==> src/rtl/nps_rom_arb_pkg.sv <==
// Shared constants for the two-requester NPS_rom frame arbiter.
package nps_rom_arb_pkg;

  localparam logic [1:0] S_IDLE   = 2'd0;
  localparam logic [1:0] S_STREAM = 2'd1;
  localparam logic [1:0] S_DRAIN  = 2'd2;

  // Drain watchdog width; never zero even for the smallest legal TIMEOUT.
  function automatic int wd_width(input int timeout);
    return (timeout <= 2) ? 1 : $clog2(timeout);
  endfunction

endpackage

==> src/rtl/nps_rom_arb_if.sv <==
// Requester and ROM-side signal bundle of nps_rom_arb.
interface nps_rom_arb_if #(
  parameter int DATA_WIDTH = 24,
  parameter int ADR_WIDTH  = 9
);
  logic                  req0, req1, gnt0, gnt1;
  logic                  vi0, vi1, fi0, fi1;
  logic [ADR_WIDTH-1:0]  datai0, datai1;
  logic                  vo0, vo1, fo0, fo1;
  logic [DATA_WIDTH-1:0] datao0, datao1;
  logic                  rom_start, rom_set, rom_vi, rom_fi;
  logic [ADR_WIDTH-1:0]  rom_datai;
  logic                  rom_vo, rom_fo;
  logic [DATA_WIDTH-1:0] rom_datao;
  logic                  busy, timeout_err;

  // Requesters plus the ROM, seen from outside the arbiter.
  modport master (
    output req0, req1, vi0, vi1, fi0, fi1, datai0, datai1, rom_vo, rom_fo, rom_datao,
    input  gnt0, gnt1, vo0, vo1, fo0, fo1, datao0, datao1,
           rom_start, rom_set, rom_vi, rom_fi, rom_datai, busy, timeout_err
  );

  modport slave (
    input  req0, req1, vi0, vi1, fi0, fi1, datai0, datai1, rom_vo, rom_fo, rom_datao,
    output gnt0, gnt1, vo0, vo1, fo0, fo1, datao0, datao1,
           rom_start, rom_set, rom_vi, rom_fi, rom_datai, busy, timeout_err
  );
endinterface

==> src/rtl/nps_rom_arb_rr.sv <==
// Two-way round-robin pick; ptr favours the requester that did not own the last frame.
module nps_rr_arb2 (
  input  logic       clk,
  input  logic       reset_x,
  input  logic [1:0] req,
  input  logic       owner,
  input  logic       rel,
  output logic       pick
);
  logic ptr;

  always_comb pick = (req == 2'b11) ? ptr : req[1];

  always_ff @(posedge clk or negedge reset_x)
    if (!reset_x)  ptr <= 1'b0;
    else if (rel)  ptr <= ~owner;

endmodule

==> src/rtl/nps_rom_arb.sv <==
// Frame-level arbiter sharing one NPS_rom between two stream requesters.
module nps_rom_arb
  import nps_rom_arb_pkg::*;
#(
  parameter int DATA_WIDTH = 24,
  parameter int ADR_WIDTH  = 9,
  parameter int TIMEOUT    = 1024
) (
  input  logic         clk,
  input  logic         reset_x,
  nps_rom_arb_if.slave bus
);
  localparam int            WW      = wd_width(TIMEOUT);
  localparam logic [WW-1:0] WD_LAST = WW'(TIMEOUT - 1);

  logic [1:0]                  state, gnt;
  logic                        sel, pick, active, wd_exp, rel;
  logic                        req_g, vi_g, fi_g;
  logic [ADR_WIDTH-1:0]        datai_g, rom_datai_q;
  logic [WW-1:0]               wd;
  logic                        rom_start_q, rom_vi_q, rom_fi_q, tmo_q;
  logic [1:0]                  vo_q, fo_q;
  logic [1:0][DATA_WIDTH-1:0]  datao_q;

  assign active  = (state != S_IDLE);
  assign wd_exp  = (state == S_DRAIN) && (wd == WD_LAST);
  assign rel     = active && (bus.rom_fo || wd_exp);
  assign req_g   = sel ? bus.req1   : bus.req0;
  assign vi_g    = sel ? bus.vi1    : bus.vi0;
  assign fi_g    = sel ? bus.fi1    : bus.fi0;
  assign datai_g = sel ? bus.datai1 : bus.datai0;

  nps_rr_arb2 u_rr (
    .clk     (clk),
    .reset_x (reset_x),
    .req     ({bus.req1, bus.req0}),
    .owner   (sel),
    .rel     (rel),
    .pick    (pick)
  );

  always_ff @(posedge clk or negedge reset_x)
    if (!reset_x) begin
      state       <= S_IDLE;
      sel         <= 1'b0;
      gnt         <= '0;
      wd          <= '0;
      rom_start_q <= 1'b0;
      rom_vi_q    <= 1'b0;
      rom_fi_q    <= 1'b0;
      rom_datai_q <= '0;
      tmo_q       <= 1'b0;
    end else begin
      rom_start_q <= 1'b0;
      rom_vi_q    <= 1'b0;
      rom_fi_q    <= 1'b0;
      tmo_q       <= 1'b0;
      case (state)
        S_IDLE:
          if (bus.req0 || bus.req1) begin
            sel         <= pick;
            gnt         <= pick ? 2'b10 : 2'b01;
            rom_start_q <= 1'b1;
            state       <= S_STREAM;
          end
        S_STREAM: begin
          // A dropped request closes the frame exactly like an end-of-frame beat.
          rom_vi_q <= vi_g && req_g;
          rom_fi_q <= fi_g || !req_g;
          if (vi_g && req_g) rom_datai_q <= datai_g;
          if (fi_g || !req_g) begin
            state <= S_DRAIN;
            wd    <= '0;
          end
        end
        S_DRAIN:  wd    <= wd + 1'b1;
        default:  state <= S_IDLE;
      endcase
      // rom_fo wins over a simultaneous watchdog expiry.
      if (rel) begin
        state <= S_IDLE;
        gnt   <= '0;
        tmo_q <= !bus.rom_fo;
      end
    end

  // Return path: gnt is high exactly while a lane owns the ROM, so it doubles as lane enable.
  always_ff @(posedge clk or negedge reset_x)
    if (!reset_x) begin
      vo_q    <= '0;
      fo_q    <= '0;
      datao_q <= '0;
    end else begin
      for (int i = 0; i < 2; i++) begin
        if (gnt[i]) begin
          vo_q[i] <= bus.rom_vo;
          fo_q[i] <= bus.rom_fo;
          if (bus.rom_vo) datao_q[i] <= bus.rom_datao;
        end else begin
          vo_q[i]    <= 1'b0;
          fo_q[i]    <= 1'b0;
          datao_q[i] <= '0;
        end
      end
    end

  assign bus.gnt0        = gnt[0];
  assign bus.gnt1        = gnt[1];
  assign bus.vo0         = vo_q[0];
  assign bus.vo1         = vo_q[1];
  assign bus.fo0         = fo_q[0];
  assign bus.fo1         = fo_q[1];
  assign bus.datao0      = datao_q[0];
  assign bus.datao1      = datao_q[1];
  assign bus.rom_start   = rom_start_q;
  assign bus.rom_set     = 1'b0;
  assign bus.rom_vi      = rom_vi_q;
  assign bus.rom_fi      = rom_fi_q;
  assign bus.rom_datai   = rom_datai_q;
  assign bus.busy        = active;
  assign bus.timeout_err = tmo_q;

endmodule

==> src/flat_wrapper.sv <==
// flat-port wrapper written by rule: the top's interface ports become plain ports
module nps_rom_arb_flat import nps_rom_arb_pkg::*;
#(
  parameter int DATA_WIDTH = 24,
  parameter int ADR_WIDTH  = 9,
  parameter int TIMEOUT    = 1024
)
  (clk, reset_x, bus_req0, bus_req1, bus_vi0, bus_vi1, bus_fi0, bus_fi1, bus_datai0, bus_datai1, bus_rom_vo, bus_rom_fo, bus_rom_datao, bus_gnt0, bus_gnt1, bus_vo0, bus_vo1, bus_fo0, bus_fo1, bus_datao0, bus_datao1, bus_rom_start, bus_rom_set, bus_rom_vi, bus_rom_fi, bus_rom_datai, bus_busy, bus_timeout_err);
  nps_rom_arb_if #(.DATA_WIDTH(DATA_WIDTH), .ADR_WIDTH(ADR_WIDTH)) bus_i ();
  input  logic clk;
  input  logic reset_x;
  input wire logic [$bits(bus_i.req0)-1:0] bus_req0;
  input wire logic [$bits(bus_i.req1)-1:0] bus_req1;
  input wire logic [$bits(bus_i.vi0)-1:0] bus_vi0;
  input wire logic [$bits(bus_i.vi1)-1:0] bus_vi1;
  input wire logic [$bits(bus_i.fi0)-1:0] bus_fi0;
  input wire logic [$bits(bus_i.fi1)-1:0] bus_fi1;
  input wire logic [$bits(bus_i.datai0)-1:0] bus_datai0;
  input wire logic [$bits(bus_i.datai1)-1:0] bus_datai1;
  input wire logic [$bits(bus_i.rom_vo)-1:0] bus_rom_vo;
  input wire logic [$bits(bus_i.rom_fo)-1:0] bus_rom_fo;
  input wire logic [$bits(bus_i.rom_datao)-1:0] bus_rom_datao;
  output wire logic [$bits(bus_i.gnt0)-1:0] bus_gnt0;
  output wire logic [$bits(bus_i.gnt1)-1:0] bus_gnt1;
  output wire logic [$bits(bus_i.vo0)-1:0] bus_vo0;
  output wire logic [$bits(bus_i.vo1)-1:0] bus_vo1;
  output wire logic [$bits(bus_i.fo0)-1:0] bus_fo0;
  output wire logic [$bits(bus_i.fo1)-1:0] bus_fo1;
  output wire logic [$bits(bus_i.datao0)-1:0] bus_datao0;
  output wire logic [$bits(bus_i.datao1)-1:0] bus_datao1;
  output wire logic [$bits(bus_i.rom_start)-1:0] bus_rom_start;
  output wire logic [$bits(bus_i.rom_set)-1:0] bus_rom_set;
  output wire logic [$bits(bus_i.rom_vi)-1:0] bus_rom_vi;
  output wire logic [$bits(bus_i.rom_fi)-1:0] bus_rom_fi;
  output wire logic [$bits(bus_i.rom_datai)-1:0] bus_rom_datai;
  output wire logic [$bits(bus_i.busy)-1:0] bus_busy;
  output wire logic [$bits(bus_i.timeout_err)-1:0] bus_timeout_err;
  assign bus_i.req0 = bus_req0;
  assign bus_i.req1 = bus_req1;
  assign bus_i.vi0 = bus_vi0;
  assign bus_i.vi1 = bus_vi1;
  assign bus_i.fi0 = bus_fi0;
  assign bus_i.fi1 = bus_fi1;
  assign bus_i.datai0 = bus_datai0;
  assign bus_i.datai1 = bus_datai1;
  assign bus_i.rom_vo = bus_rom_vo;
  assign bus_i.rom_fo = bus_rom_fo;
  assign bus_i.rom_datao = bus_rom_datao;
  assign bus_gnt0 = bus_i.gnt0;
  assign bus_gnt1 = bus_i.gnt1;
  assign bus_vo0 = bus_i.vo0;
  assign bus_vo1 = bus_i.vo1;
  assign bus_fo0 = bus_i.fo0;
  assign bus_fo1 = bus_i.fo1;
  assign bus_datao0 = bus_i.datao0;
  assign bus_datao1 = bus_i.datao1;
  assign bus_rom_start = bus_i.rom_start;
  assign bus_rom_set = bus_i.rom_set;
  assign bus_rom_vi = bus_i.rom_vi;
  assign bus_rom_fi = bus_i.rom_fi;
  assign bus_rom_datai = bus_i.rom_datai;
  assign bus_busy = bus_i.busy;
  assign bus_timeout_err = bus_i.timeout_err;
  nps_rom_arb #(.DATA_WIDTH(DATA_WIDTH), .ADR_WIDTH(ADR_WIDTH), .TIMEOUT(TIMEOUT)) u_core (.clk(clk), .reset_x(reset_x), .bus(bus_i));
endmodule
==> config.mk <==
export PLATFORM = sky130hd
export DESIGN_NAME = nps_rom_arb_flat
export DESIGN_NICKNAME = d
export VERILOG_FILES = /design/src/rtl/nps_rom_arb_pkg.sv /design/src/rtl/nps_rom_arb_if.sv /design/src/rtl/nps_rom_arb_rr.sv /design/src/rtl/nps_rom_arb.sv /design/src/flat_wrapper.sv
export SDC_FILE = /design/constraint.sdc
export NUM_CORES = 1
export LEC_CHECK = 0
export CAP_MARGIN = 30
export CORE_MARGIN = 10
export CORE_UTILIZATION = 49
export CTS_CLUSTER_DIAMETER = 50
export DETAILED_ROUTE_END_ITERATION = 10
export PLACE_DENSITY = 0.9
export SLEW_MARGIN = 20
export SYNTH_ARGS = -nofsm -noshare
export SYNTH_HDL_FRONTEND = slang
export SYNTH_SLANG_ARGS = --single-unit
==> constraint.sdc <==
create_clock -name clk -period 2.5 [get_ports clk]
set_input_delay 0.5 -clock clk [delete_from_list [all_inputs] [get_ports clk]]
set_output_delay 0.5 -clock clk [all_outputs]
set_load 0.03 [all_outputs]
==> impl_metrics.yaml <==
clock_tree:
  cts_resized: 0
  ctsLongestPathBuffers: 2
  post_cts_buffers: 0
  cts_max_level: 3
  cts-buffers-inserted: 9
  cts.clk_slew.worst_paths_ns: 0.08
  clk_latency_ns: 0.35
  cts_tree: "built"
  cts_root_buf: "clkbuf_8"
  hold_buffers: 0
  clock_sinks: 81
logic_synthesis:
  yosys-mux-area-fraction: 0.0317
  syn_nets: 382
  synth_area_leaders: "dfrtp_1, nand2b_1, a21oi_1, a21boi_0, nand2_1"
  synth-edff-count: 0
  yosysWarnings: 0
  ys_ff_latch: 81
  postSynthAreaPerCell_sq_um: 10.6
  yosys.area.top_type: "dfrtp_1"
  synth-async-reset-ratio: 1.00
  ys_top_cells_by_count: "dfrtp_1, nand2b_1, a21oi_1, nand2_1, a21boi_0"
  synth_cells: 329
  synthDistinctLibCells: 36
  yosys.area.top_type_share: 0.584
  yosys.area_share.xor_xnor: 0.00504
  synth_compound_area_frac: 0.149
  ys.flop_type: "dfrtp_1"
  synth_fa_ha_area_frac: 0.00360
  synth_top_family_by_area: "simple AND/OR/NAND/NOR gates"
  yosys.area_share.simple: 0.191
  synth_seq_area_share: 0.584
  syn_area_sq_um: 3470
  synth.most_common_cell: "dfrtp_1"
timing:
  setup_viol: 0
  worst_slack_ns: 0.150
  maxSlewViolCount: 0
  slew_headroom: 0.577
  fmax_mhz: 425
  rsz0062_at_grt: "no"
  tightest_slew_ns: 0.634
  period_minus_slack_ns: 2.35
  setup_tns_ns: 0
  clock_skew_ns: 0.00652
  fin_crit_sh: 0.940
  hold_violations: 0
placement:
  io_buffers: 119
  dp_hpwl_mm: 6.64
  placed_cell_area_sq_um: 4730
  place.gp.congestion: 0.894
  pre_cts_ws_ns: 0.371
die:
  core_sq_um: 6830
  die_x_um: 104
  io_pins: 121
  initial_core_util: 0.508
  die-height_um: 104
  dieArea_sq_um: 10900
  core.rowCount: 30
setup_path:
  critPathLaunchType: "flip-flop"
  rr_endpoint: "u_core.wd[3]"
  cp-end-kind: "output port"
  critPathKind: "flip-flop to output port"
  cp_max_fo: 10
  reg2regPathDepth: 4
  arrival_ns: 1.85
  reg2reg_from: "u_core.sel"
  cp.required_ns: 2.00
  regToRegSetupSlack_ns: 0.71
global_route:
  first_global_vias: 2901
  globalRouteTotalUtil: 0.164
  grt_antenna_before_repair: 0
  overflow: 0
  grt_max_degree: 75
  grt_first_pass_wirelength_mm: 14.6
cells_and_area:
  nets: 499
  n_antenna_cell: 0
  drive_gt1_frac: 0.0599
  nFillCells: 508
  syn2layout_area_growth_pct: 42.0
  regArea_sq_um: 2030
  multi_input_area_sq_um: 1330
  final_area_sq_um: 4930
detailed_routing:
  wl_per_cell_um: 16.5
  via_count: 2827
  dr.pass1.iters: 6
  drtIter0Drc: 125
  drtAntennaViolNets: 0
  avgViaCountPerCell: 5.17
  routed_wl_mm: 9.01
  drcViolationCount: 0
power:
  vdd_ir_drop_max_uv: 666
  p_total_mw: 4.73
  power_leakage_nw: 2.05
  pwr_density_cell_nw_per_um2: 960
run:
  maxCapViolCount: 0
worst_hold_path:
  hold_path.class: "primary input to asynchronous set/reset pin"
status:
  status: "finished, final reports clean"
-- worst max-delay path by stage --
stage / depth (start not counted) / to / slack, ns / from
5_1_grt: 3 / bus_busy / 0.04 / u_core.state[1]
2_1_floorplan: 3 / bus_busy / 0.95 / u_core.state[1]
4_1_cts: 3 / bus_busy / 0.06 / u_core.state[1]
6_report: 3 / bus_busy / 0.15 / u_core.state[1]
3_5_place_dp: 5 / u_core.wd[3] / 0.37 / bus_req0
3_3_place_gp: 5 / u_core.wd[3] / 0.44 / bus_req0
-- cell families after synthesis --
group / after synthesis
flip-flops: 81
buffers and inverters: 24
XOR/XNOR: 2
AND/OR/NAND/NOR: 126
adder cells (fa/ha/maj): 1
AO/OA/AOI/OAI: 83
other: 1
multiplexers: 11
-- where the power goes --
part	leakage, nW	total [mW]	internal (mW)	switching [mW]
Combinational	0.884	1.96	0.821	1.14
Sequential	1.07	1.83	1.60	0.234
Clock	0.0953	0.947	0.486	0.461
-- registers in the layout (all words and copies together) (netlist names), 2 cells and up --
name / flops
u_core.bus.datao1: 24
u_core.state: 2
u_core.gnt: 2
u_core.bus.datao0: 24
u_core.vo_q: 2
u_core.bus.rom_datai: 9
u_core.fo_q: 2
u_core.wd: 10
-- layer usage --
metal,track usage,wire (um)
met1,0.201,3970
met2,0.252,4090
met4,0.0507,97
met3,0.0743,854
met5,0,0
-- stage by stage --
stage	instances	util	hold slack [ns]
finish	547	0.722	0.143
global route	547	0.722	0.178
CTS	547	0.722	0.152
detailed placement	531	0.693	0.515
global placement	531	0.693	0.473
floorplan	329	-	0.204
-- layout make-up --
class / instances / area share
flip-flops and latches: 81 / 0.411
well taps: 96 / 0.0244
inverters: 5 / 0.00381
clock inverters: 5 / 0.0112
multi-input cells: 224 / 0.269
clock buffers: 11 / 0.0287
repair buffers: 125 / 0.252
-- cell usage in the layout (no fill, tap or decap), types with 2 or more instances in the layout --
cell type	netlist	layout
a21oi_1	42	42
o2bb2ai_1	2	2
dfrtp_1	81	81
nand4_1	3	3
nand3_1	9	9
nor3_1	3	3
nand2_1	32	32
nor2_1	17	16
clkdlybuf4s50_1	0	117
clkinvlp_4	0	2
clkinv_2	0	2
buf_4	2	6
nand2b_1	48	48
mux2i_1	11	11
o22ai_1	2	2
inv_1	4	4
o21ai_0	6	6
a21boi_0	24	24
and2_1	6	6
nand3b_1	3	3
clkbuf_8	0	10
a31oi_1	2	2
-- worst max-delay path, stage by stage, from the launching register on --
cell and delay, ns:
dfrtp_1 0.51, nor2_2 0.25, clkinv_1 0.13, clkdlybuf4s50_1 0.62
(Power assumes the default switching activity.)
